==> src/rtl/imem_loader_if.sv <==
// Byte-stream input and BRAM port-A write bus for the instruction memory loader.
// The stream source drives rx_data/rx_valid; the loader drives everything else.
`timescale 1ns/1ps
interface imem_loader_if #(
  parameter int ADDR_WIDTH = 10
);
  logic [7:0]            rx_data;
  logic                  rx_valid;
  logic                  rx_ready;
  logic                  mem_en;
  logic                  mem_we;
  logic [ADDR_WIDTH-1:0] mem_addr;
  logic [31:0]           mem_wdata;

  modport master (
    output rx_data, rx_valid,
    input  rx_ready, mem_en, mem_we, mem_addr, mem_wdata
  );

  modport slave (
    input  rx_data, rx_valid,
    output rx_ready, mem_en, mem_we, mem_addr, mem_wdata
  );
endinterface

==> src/rtl/imem_loader.sv <==
// Loads a framed program (16-bit word count, little-endian words, XOR checksum)
// into instruction memory port A and holds the CPU until a clean load completes.
`timescale 1ns/1ps
module imem_loader #(
  parameter int ADDR_WIDTH = 10,
  parameter int DEPTH      = 1024
) (
  input  logic                clock,
  input  logic                reset,
  input  logic                start,
  imem_loader_if.slave        bus,
  output logic                busy,
  output logic                done,
  output logic                error,
  output logic                cpu_hold,
  output logic [ADDR_WIDTH:0] word_count
);

  localparam int CW = 17;

  typedef enum logic [2:0] {
    S_IDLE, S_LEN0, S_LEN1, S_DATA, S_CSUM, S_DONE, S_ERR
  } state_e;

  state_e                state_q;
  logic [15:0]           len_q;
  logic [1:0]            byte_idx_q;
  logic [23:0]           word_q;
  logic [7:0]            csum_q;
  logic                  rx_ready_q;
  logic                  mem_en_q;
  logic                  mem_we_q;
  logic [ADDR_WIDTH-1:0] mem_addr_q;
  logic [31:0]           mem_wdata_q;
  logic                  busy_q;
  logic                  done_q;
  logic                  error_q;
  logic                  cpu_hold_q;
  logic [ADDR_WIDTH:0]   word_count_q;

  logic                  accept_d;
  logic [15:0]           len_d;
  logic                  len_bad_d;
  logic [7:0]            csum_d;
  logic                  last_word_d;

  assign accept_d    = bus.rx_valid && rx_ready_q;
  assign len_d       = {bus.rx_data, len_q[7:0]};
  assign len_bad_d   = (len_d == 16'd0) || (32'(len_d) > 32'(DEPTH));
  assign csum_d      = csum_q ^ bus.rx_data;
  // word_count already reflects every earlier word when the 4th byte of this one lands
  assign last_word_d = (CW'(word_count_q) + CW'(1)) == CW'(len_q);

  always_ff @(posedge clock or posedge reset) begin
    if (reset) begin
      state_q      <= S_IDLE;
      len_q        <= '0;
      byte_idx_q   <= '0;
      word_q       <= '0;
      csum_q       <= '0;
      rx_ready_q   <= 1'b0;
      mem_en_q     <= 1'b0;
      mem_we_q     <= 1'b0;
      mem_addr_q   <= '0;
      mem_wdata_q  <= '0;
      busy_q       <= 1'b0;
      done_q       <= 1'b0;
      error_q      <= 1'b0;
      cpu_hold_q   <= 1'b1;
      word_count_q <= '0;
    end else begin
      mem_en_q <= 1'b0;
      mem_we_q <= 1'b0;
      case (state_q)
        S_IDLE, S_DONE, S_ERR: begin
          if (start) begin
            state_q      <= S_LEN0;
            rx_ready_q   <= 1'b1;
            busy_q       <= 1'b1;
            cpu_hold_q   <= 1'b1;
            done_q       <= 1'b0;
            error_q      <= 1'b0;
            word_count_q <= '0;
            byte_idx_q   <= '0;
            csum_q       <= '0;
          end
        end
        S_LEN0: begin
          if (accept_d) begin
            len_q[7:0] <= bus.rx_data;
            state_q    <= S_LEN1;
          end
        end
        S_LEN1: begin
          if (accept_d) begin
            len_q <= len_d;
            if (len_bad_d) begin
              state_q    <= S_ERR;
              rx_ready_q <= 1'b0;
              busy_q     <= 1'b0;
              error_q    <= 1'b1;
            end else begin
              state_q <= S_DATA;
            end
          end
        end
        S_DATA: begin
          if (accept_d) begin
            csum_q     <= csum_d;
            byte_idx_q <= byte_idx_q + 2'd1;
            case (byte_idx_q)
              2'd0: word_q[7:0]   <= bus.rx_data;
              2'd1: word_q[15:8]  <= bus.rx_data;
              2'd2: word_q[23:16] <= bus.rx_data;
              default: begin
                mem_en_q     <= 1'b1;
                mem_we_q     <= 1'b1;
                mem_addr_q   <= word_count_q[ADDR_WIDTH-1:0];
                mem_wdata_q  <= {bus.rx_data, word_q};
                word_count_q <= word_count_q + 1'b1;
                if (last_word_d) begin
                  state_q <= S_CSUM;
                end
              end
            endcase
          end
        end
        S_CSUM: begin
          if (accept_d) begin
            rx_ready_q <= 1'b0;
            busy_q     <= 1'b0;
            if (bus.rx_data == csum_q) begin
              state_q    <= S_DONE;
              done_q     <= 1'b1;
              cpu_hold_q <= 1'b0;
            end else begin
              state_q <= S_ERR;
              error_q <= 1'b1;
            end
          end
        end
        default: state_q <= S_IDLE;
      endcase
    end
  end

  assign bus.rx_ready  = rx_ready_q;
  assign bus.mem_en    = mem_en_q;
  assign bus.mem_we    = mem_we_q;
  assign bus.mem_addr  = mem_addr_q;
  assign bus.mem_wdata = mem_wdata_q;
  assign busy          = busy_q;
  assign done          = done_q;
  assign error         = error_q;
  assign cpu_hold      = cpu_hold_q;
  assign word_count    = word_count_q;

endmodule
==> src/flat_wrapper.sv <==
// flat-port wrapper written by rule: the top's interface ports become plain ports
module imem_loader_flat 
#(
  parameter int ADDR_WIDTH = 10,
  parameter int DEPTH      = 1024
)
  (clock, reset, start, busy, done, error, cpu_hold, word_count, bus_rx_data, bus_rx_valid, bus_rx_ready, bus_mem_en, bus_mem_we, bus_mem_addr, bus_mem_wdata);
  imem_loader_if #(.ADDR_WIDTH(ADDR_WIDTH)) bus_i ();
  input  logic clock;
  input  logic reset;
  input  logic start;
  output logic busy;
  output logic done;
  output logic error;
  output logic cpu_hold;
  output logic [ADDR_WIDTH:0] word_count;
  input wire logic [$bits(bus_i.rx_data)-1:0] bus_rx_data;
  input wire logic [$bits(bus_i.rx_valid)-1:0] bus_rx_valid;
  output wire logic [$bits(bus_i.rx_ready)-1:0] bus_rx_ready;
  output wire logic [$bits(bus_i.mem_en)-1:0] bus_mem_en;
  output wire logic [$bits(bus_i.mem_we)-1:0] bus_mem_we;
  output wire logic [$bits(bus_i.mem_addr)-1:0] bus_mem_addr;
  output wire logic [$bits(bus_i.mem_wdata)-1:0] bus_mem_wdata;
  assign bus_i.rx_data = bus_rx_data;
  assign bus_i.rx_valid = bus_rx_valid;
  assign bus_rx_ready = bus_i.rx_ready;
  assign bus_mem_en = bus_i.mem_en;
  assign bus_mem_we = bus_i.mem_we;
  assign bus_mem_addr = bus_i.mem_addr;
  assign bus_mem_wdata = bus_i.mem_wdata;
  imem_loader #(.ADDR_WIDTH(ADDR_WIDTH), .DEPTH(DEPTH)) u_core (.clock(clock), .reset(reset), .start(start), .bus(bus_i), .busy(busy), .done(done), .error(error), .cpu_hold(cpu_hold), .word_count(word_count));
endmodule
==> config.mk <==
export PLATFORM = sky130hd
export DESIGN_NAME = imem_loader_flat
export DESIGN_NICKNAME = d
export VERILOG_FILES = /design/src/rtl/imem_loader_if.sv /design/src/rtl/imem_loader.sv /design/src/flat_wrapper.sv
export SDC_FILE = /design/constraint.sdc
export NUM_CORES = 1
export LEC_CHECK = 0
export CORE_MARGIN = 1
export CORE_UTILIZATION = 54
export CTS_BUF_LIST = sky130_fd_sc_hd__clkbuf_4 sky130_fd_sc_hd__clkbuf_8 sky130_fd_sc_hd__clkbuf_16
export DETAILED_ROUTE_END_ITERATION = 10
export PLACE_DENSITY = 0.79
export SETUP_SLACK_MARGIN = 0.15
export SLEW_MARGIN = 20
export SYNTH_ARGS = -nofsm -noshare
export SYNTH_HDL_FRONTEND = slang
export SYNTH_SLANG_ARGS = --single-unit
==> constraint.sdc <==
create_clock -name clock -period 6.12 [get_ports clock]
set_clock_uncertainty 0.1 [all_clocks]
set_input_delay 0.918 -clock clock [delete_from_list [all_inputs] [get_ports clock]]
set_output_delay 0.918 -clock clock [all_outputs]
set_load 0.03 [all_outputs]
## After elaboration in Yosys (flattened, before gate mapping)

Index checks and enable logic that the tools add are counted.

| storage, ports and cells | value |
|---|---|
| register bits | 111 |
| input bits | 12 |
| output and inout port bits | 60 |
| word-level logic and storage cells | 107 |

| cells by class | value |
|---|---|
| $add $sub $neg | 3 |
| $lt $le $gt $ge | 1 |
| equality and inequality tests | 20 |
| mux-type cells | 42 |
| bitwise gates (word level) | 3 |
| reductions and logical operators | 22 |

Operators with widths:

| kind | number |
|---|---|
| 2-to-1 mux 11 bit | 3 |
| case mux 8 bit (2 select lines) | 2 |
| 2-to-1 mux 3 bit | 8 |
| 2-to-1 mux 8 bit | 3 |
| case mux 11 bit (2 select lines) | 1 |
| AND reduction 3 bit | 6 |
| == test 17 x 16 -> 1 bit | 1 |
| > comparator 16 x 11 -> 1 bit, second input constant | 1 |
| zero test 16 bit | 1 |
| 2-to-1 mux 1 bit | 16 |
| case mux 3 bit (5 select lines) | 1 |
| inequality test 2 x 1 -> 1 bit, second input constant | 7 |
| adder 11 x 1 -> 12 bit, second input constant | 1 |
| adder 11 x 1 -> 11 bit, second input constant | 1 |
| == test 3 bit, second input constant | 3 |
| == test 8 bit | 1 |
| AND reduction 4 bit | 2 |
| XOR 8 bit | 1 |
| AND reduction 7 bit | 1 |
| == test 3 x 2 -> 1 bit, second input constant | 2 |
| 2-to-1 mux 2 bit | 3 |
| inequality test 2 bit, second input constant | 3 |
| case mux 1 bit (3 select lines) | 2 |
| AND reduction 6 bit | 1 |
| 16 further kinds | 20 |

## Depth between registers and ports, before layout

Gate-level depths: netlist (run 1).

| logic depth | value |
|---|---|
| depth after elaboration | 6 |
| depth in mapped cells | 9 |
| mapped depth without buffers | 7 |

## Worst setup path after synthesis (run 1)

OpenSTA, ideal clock, no wires.

| timing | value |
|---|---|
| path kind | input -> register |
| from | input port bus_rx_data[0] |
| to | register u_core.error_q (netlist: u_core.error) |
| library setup time | 0.119 ns |
| data arrival time | 2.220 ns |
| required time | 5.901 ns |
| path slack | 3.681 ns |
| stages on the path | 7 |
| path buffers | 1 |
| path through | clkbuf_1 nor4_1 nand3_1 xnor2_1 nor4_1 o21ai_0 o21a_1 |

| on the way | value |
|---|---|
| longest elaborated chain between the ends | 4 |
| elaborated cells on any way between the ends | 7 |
| classes of those cells | order compare: 1; eq/ne: 3; reduce/logical: 3 |

Ends and longest elaborated chain:

| item | line | source |
|---|---|---|
| start, declared | flat_wrapper.sv:17 | `input wire logic [$bits(bus_i.rx_data)-1:0] bus_rx_data;` |
| > comparator 16 x 11 -> 1 bit / zero test 16 bit (equally long branches) | imem_loader.sv:49 | `assign len_bad_d = (len_d == 16'd0) \|\| (32'(len_d) > 32'(DEPTH));` |
| logical OR 1 bit | imem_loader.sv:49 |  |
| inequality test 2 x 1 -> 1 bit (no line) | - |  |
| AND reduction 6 bit (no line) (*) | - |  |
| end signal, assigned | imem_loader.sv:68 | `error_q <= 1'b0;` |
| end signal, assigned | imem_loader.sv:82 | `error_q <= 1'b0;` |
| end signal, assigned | imem_loader.sv:101 | `error_q <= 1'b1;` |
| end, declared | imem_loader.sv:37 | `logic error_q;` |

Every way passes the cells marked *; elsewhere a longest branch is shown, timed or not.
A chain may end at the register's enable or synchronous reset.

## Worst setup path after layout (run 1)

| timing | value |
|---|---|
| from | input port bus_rx_valid |
| to | register u_core.mem_wdata_q[7] (netlist: u_core.bus.mem_wdata[7]) |

| on the way | value |
|---|---|
| longest elaborated chain between the ends | 2 |

Ends and longest elaborated chain:

| item | line | source |
|---|---|---|
| start, declared | flat_wrapper.sv:18 | `input wire logic [$bits(bus_i.rx_valid)-1:0] bus_rx_valid;` |
| logical AND 1 bit | imem_loader.sv:47 | `assign accept_d = bus.rx_valid && rx_ready_q;` |
| AND reduction 3 bit (no line) | - |  |
| end signal, assigned | imem_loader.sv:119 | `mem_wdata_q <= {bus.rx_data, word_q};` |
| end, declared | imem_loader.sv:34 | `logic [31:0] mem_wdata_q;` |

No other way between the ends.

==> results.py, run 1 <==
metrics = {
    "yosys": {
        "syn_nets": 558,
        "yosys_warnings": 0,
        "seq_area_frac_synth_pct": 52.72,
        "yosysTopAreaCellShare_pct": 52.22,
        "netlist_instances": 541,
        "syn_area_um2": 5271,
        "async_flop_share_pct": 100.0,
        "synth_area_leaders": "dfrtp_1 52%, nand2_1 11%, mux2_2 8.3%",
        "synth_area_leader_cell": "dfrtp_1",
        "ys_ff_latch": 111,
        "synth_edf_count": 0,
        "syn_avg_cell_area_um2": 9.744,
        "synth_cell_types": 57,
        "synthTopCellsByCount": "151 x nand2_1, 110 x dfrtp_1, 41 x o21ai_0",
        "synth-main-ff-cell": "dfrtp_1",
        "yosysMostFrequentCell": "nand2_1",
    },
    "placement": {
        "numPlacedInstances": 706,
        "place_area_um2": 5979,
        "gp_congestion": 0.8455,
        "pre_cts_ws_ps": 1752,
        "portBuffers": 71,
        "hpwl_mm": 7.780,
    },
    "floorplanning": {
        "dieArea_um2": 10160,
        "fp.dieH_um": 100.8,
        "ios": 72,
        "start_util_pct": 56.51,
        "fp.coreArea_um2": 9328,
        "die_w_um": 100.8,
        "num_rows": 35,
    },
    "clock_network": {
        "cts_made_buffers": 9,
        "cts_tree": "built",
        "cts.path.max_buffers": 2,
        "postCtsHoldBufs": 0,
        "clk_pin_slew_ps": 100,
        "htree_levels": 3,
        "cts.sink_count": 111,
        "cts_setup_buffers": 0,
        "cts-resized-gates": 0,
        "clock-root-buffer": "clkbuf_8",
        "insertion_delay_ps": 370,
    },
    "timing": {
        "period_minus_slack_ps": 3977,
        "worst_pin_slew_ps": 984.0,
        "period_share_pct": 64.99,
        "setup_viol": 0,
        "slew_headroom_pct": 34.17,
        "slew_viol_final": 0,
        "setup-tns-final_ps": 0,
        "finalWorstSetupSlack_ps": 2143,
        "hold_viol_final": 0,
        "fmax_mhz": 251.4,
        "rsz0062_at_grt": "no",
    },
    "grt": {
        "grt_max_degree": 64,
        "grt_usage_pct": 24.97,
        "grt_pass1_vias": 3997,
        "grt_pass1_wl_mm": 19.44,
        "gr-total-overflow": 0,
        "antenna_found_initial": 0,
    },
    "setup_path": {
        "cp.required_ps": 6330,
        "crit_start": "bus_rx_valid",
        "r2r_start": "u_core.state_q[0]$_DFFE_PP0P_",
        "endpoint_kind": "flip-flop",
        "path_max_fanout": 54,
        "start_kind": "input port",
        "crit_arrival_ps": 4190,
        "crit_type": "in2reg",
    },
    "detailed_routing": {
        "drc": 0,
        "via_count": 4104,
        "wl_per_cell_um": 16.22,
        "via_per_inst": 5.692,
        "drt_wl_total_mm": 11.69,
        "ant_nets": 0,
        "initialDrtViolationCount": 205,
        "firstDrtPassIters": 4,
    },
    "hold_path": {
        "hp-class": "reg2reg",
        "hp-start": "u_core.word_q[12]$_DFFE_PP0P_",
    },
    "layout": {
        "final_area_um2": 6160,
        "drive_gt1_share_pct": 10.98,
        "layout.nets": 605,
        "stdcell_count": 721,
        "antenna_cells": 0,
        "area_growth_pct": 16.85,
    },
    "job": {
        "cap_viol_max_count": 0,
    },
    "power_and_ir_drop": {
        "cellLeakagePower_nw": 2.764,
        "ir_drop_mv": 0.2639,
        "power_density_nw_per_um2": 454.6,
        "power.total_mw": 2.800,
    },
    "run_status": {
        "status": "completed",
    },
}
-- state kept, by name, indices dropped and copies added, names as in the netlist, 2 cells and up --
| register | flops |
|---|---|
| u_core.bus.mem_addr | 10 |
| u_core.len_q | 16 |
| u_core.word_count | 11 |
| u_core.byte_idx_q | 2 |
| u_core.bus.mem_wdata | 32 |
| u_core.csum_q | 8 |
| u_core.state_q | 3 |
| u_core.word_q | 24 |
-- through the flow --
step	hold slack [ps]	util [%]
floorplan	333.1	-
global placement	339.0	64.10
detailed placement	350.8	64.10
CTS	377.0	66.04
global route	401.9	66.04
finish	373.9	66.04
-- report_power, final --
| group | switching (mW) | internal [mW] |
|---|---|---|
| Sequential | 0.229 | 1.00 |
| Combinational | 0.642 | 0.516 |
| Clock | 0.256 | 0.153 |
| Total | 1.13 | 1.67 |
-- worst paths after layout --
path                                                        endpoint  slack, ps  cells after the start
max in group asynchronous               u_core.word_q[5]$_DFFE_PP0P_       3890                      3
worst max register to register   u_core.bus.mem_wdata[7]$_DFFE_PP0P_       2170                      7
worst min-delay path            u_core.bus.mem_wdata[12]$_DFFE_PP0P_        370                      2
worst max-delay path             u_core.bus.mem_wdata[7]$_DFFE_PP0P_       2140                      8
worst min register to register  u_core.bus.mem_wdata[12]$_DFFE_PP0P_        370                      2
min in group asynchronous        u_core.bus.mem_wdata[0]$_DFFE_PP0P_        930                      2
-- kinds of logic after synthesis --
family / after synthesis / share of synthesized area, %
muxes: 39 / 8.331
and+or+nand+nor: 225 / 19.30
AOI/OAI and AO/OA: 88 / 10.78
xor gates and xnor gates: 16 / 2.658
buffers and inverters: 56 / 4.842
adders and majority gates: 6 / 1.377
DFF: 111 / 52.72
-- cell type report --
type | instances | area, um2
fillers | 754 | 3168
flip-flops and latches | 111 | 2779
multi-input cells | 374 | 2240
repair buffers | 73 | 725.7
well taps | 129 | 161.4
clock buffers | 9 | 123.9
inverters | 19 | 73.82
clock inverters | 6 | 56.30
-- worst max-delay path, stage by stage --
cell             delay (ps)
clkdlybuf4s50_1         490
nand2_1                 250
nor2_1                  400
nand2_2                 640
inv_1                   930
buf_4                   380
nand2_1                  90
nand2_1                  70
-- cell usage in the layout, fill, tap and decap left out, types with 9 or more instances in the layout --
cell type	netlist	final
nand3_1	9	9
xnor2_1	11	11
clkdlybuf4s50_1	0	71
nand2_1	151	150
dfrtp_1	110	110
mux2_2	39	39
nand2b_1	13	13
inv_1	19	18
nor2_1	14	14
clkbuf_8	0	9
o21ai_0	41	41
a21oi_1	13	13
-- layer usage --
metal	GRT usage, %	wire [um]
met1	32.59	5240
met2	41.73	5688
met3	3.953	481
met4	10.37	283
met5	0	0
(Power assumes the default switching activity.)
==> run 2: changes to the inputs <==
- clock period: 6.12 -> 3.9 ns (I/O delays scaled with it)
==> results.py, run 2 (same netlist as run 1, synthesis figures left out) <==
metrics = {
    "layout": {
        "stdcell_count": 725,
        "antenna_cells": 0,
        "final_common_cell": "nand2_1",
        "final_area_um2": 6198,
        "area_growth_pct": 17.59,
        "num-fill-cells": 731,
        "largest_reg_flops": 32,
        "layout_common_cells": "150 x nand2_1, 110 x dfrtp_1, 71 x clkdlybuf4s50_1",
        "layout.nets": 609,
        "drive_gt1_share_pct": 11.58,
    },
    "grt": {
        "grt_max_degree": 112,
        "grt_usage_pct": 25.42,
        "gr-total-overflow": 0,
        "grt_pass1_wl_mm": 19.81,
        "grt_pass1_vias": 3954,
        "antenna_found_initial": 0,
    },
    "setup_path": {
        "path_buf_inv": 2,
        "cpMostUsedCell": "nand2_1",
        "crit_type": "reg2reg",
        "critical_path.max_stage_delay_ps": 750,
        "start_kind": "flip-flop",
        "cp.depth": 7,
        "cp_slowest_cell": "dfrtp_1",
        "path_max_fanout": 20,
        "worst_r2r_path_depth": 7,
        "crit_family": "simple AND/OR/NAND/NOR gates",
        "cp.required_ps": 4110,
        "cp_cell_sequence": "nand3b_1 -> nor2_1 -> nand2_2 -> inv_1 -> buf_4 -> nand2_1 -> nand2_1",
        "crit_arrival_ps": 3100,
        "endpoint_kind": "flip-flop",
    },
    "floorplanning": {
        "fp.coreArea_um2": 9328,
        "start_util_pct": 56.51,
        "num_rows": 35,
        "fp.dieH_um": 100.8,
        "die_w_um": 100.8,
        "dieArea_um2": 10160,
        "ios": 72,
    },
    "clock_network": {
        "clk_pin_slew_ps": 100,
        "cts_tree": "built",
        "clock-root-buffer": "clkbuf_8",
        "postCtsHoldBufs": 0,
        "htree_levels": 3,
        "cts_made_buffers": 9,
        "cts_setup_buffers": 0,
        "cts.path.max_buffers": 2,
        "insertion_delay_ps": 370,
        "cts-resized-gates": 0,
        "cts.sink_count": 111,
    },
    "timing": {
        "slew_viol_final": 0,
        "setup_viol": 0,
        "fmax_mhz": 346.6,
        "setup-tns-final_ps": 0,
        "hold_viol_final": 0,
        "rsz0062_at_grt": "no",
        "period_share_pct": 73.97,
        "slew_headroom_pct": 38.25,
        "worst_pin_slew_ps": 923.8,
        "period_minus_slack_ps": 2885,
        "finalWorstSetupSlack_ps": 1015,
    },
    "hold_path": {
        "hp-class": "reg2reg",
        "hold_depth": 2,
    },
    "detailed_routing": {
        "drt_wl_total_mm": 11.93,
        "via_count": 4073,
        "via_per_inst": 5.618,
        "ant_nets": 0,
        "initialDrtViolationCount": 281,
        "wl_per_cell_um": 16.45,
        "firstDrtPassIters": 5,
        "drc": 0,
    },
    "placement": {
        "portBuffers": 71,
        "gp_congestion": 0.8498,
        "pre_cts_ws_ps": 1019,
        "hpwl_mm": 7.938,
        "numPlacedInstances": 710,
        "place_area_um2": 6022,
    },
    "power_and_ir_drop": {
        "cellLeakagePower_nw": 2.791,
        "power_density_nw_per_um2": 712.3,
        "ir_drop_mv": 0.4108,
    },
    "job": {
        "cap_viol_max_count": 0,
    },
    "run_status": {
        "status": "completed",
    },
}
[run 2: cell count changes in the layout (fill, tap and decap cells not counted), sizes merged]
cell	change
clkbuf	+1
clkinv	-2
buf	+4
inv	+1
[run 2: report_power, final]
part	switching [mW]	leakage, nW	internal, mW
clock network	0.391	0.0948	0.254
registers	0.364	1.42	1.58
logic	1.01	1.28	0.816
[run 2: metal layers]
metal / GRT usage, % / wire length (um) / share of wire [%] / vias to the layer above
li1: - / - / - / 1909
met1: 34.45 / 5388 / 45 / 2042
met2: 42.62 / 5853 / 49 / 109
met3: 3.606 / 495 / 4.2 / 13
met4: 7.915 / 187 / 1.6 / 0
met5: 0 / 0 / 0 / -
[run 2: worst reg2reg max path, stage by stage, from the launching register on]
cell      delay, ps
dfrtp_1         750
nand3b_1        510
nor2_1          470
nand2_2         100
inv_1           400
buf_4           330
nand2_1         100
nand2_1          70
[run 2: stage by stage]
step | hold slack, ps | power, mW | utilization [%]
after CTS | 377.9 | 4.429 | 66.45
after global placement | 338.8 | 3.696 | 64.56
after detailed placement | 354.1 | 3.785 | 64.56
after floorplan | 333.1 | 3.161 | -
final | 376.7 | 4.415 | 66.45
after global routing | 401.7 | 4.688 | 66.45
[run 2: final timing paths]
| path | slack, ps | to | start |
|---|---|---|---|
| min reg2reg | 380 | u_core.bus.mem_wdata[6]$_DFFE_PP0P_ | u_core.word_q[6]$_DFFE_PP0P_ |
| min in group asynchronous | 610 | u_core.bus.mem_addr[1]$_DFFE_PP0P_ | reset |
| max reg2reg | 1010 | u_core.bus.mem_wdata[17]$_DFFE_PP0P_ | u_core.state_q[1]$_DFFE_PP0P_ |
| max | 1010 | u_core.bus.mem_wdata[17]$_DFFE_PP0P_ | u_core.state_q[1]$_DFFE_PP0P_ |
| min | 380 | u_core.bus.mem_wdata[6]$_DFFE_PP0P_ | u_core.word_q[6]$_DFFE_PP0P_ |
| max in group asynchronous | 2670 | u_core.csum_q[3]$_DFFE_PP0P_ | reset |
[run 2: cell type report]
type	count	area (um2)	area share, %
clock inverter	5	38.79	0.6258
tap	129	161.4	2.604
multi-input combinational	374	2240	36.13
clock buffer	10	137.6	2.220
sequential	111	2779	44.83
inverter	19	73.82	1.191
timing repair buffer	77	768.2	12.39
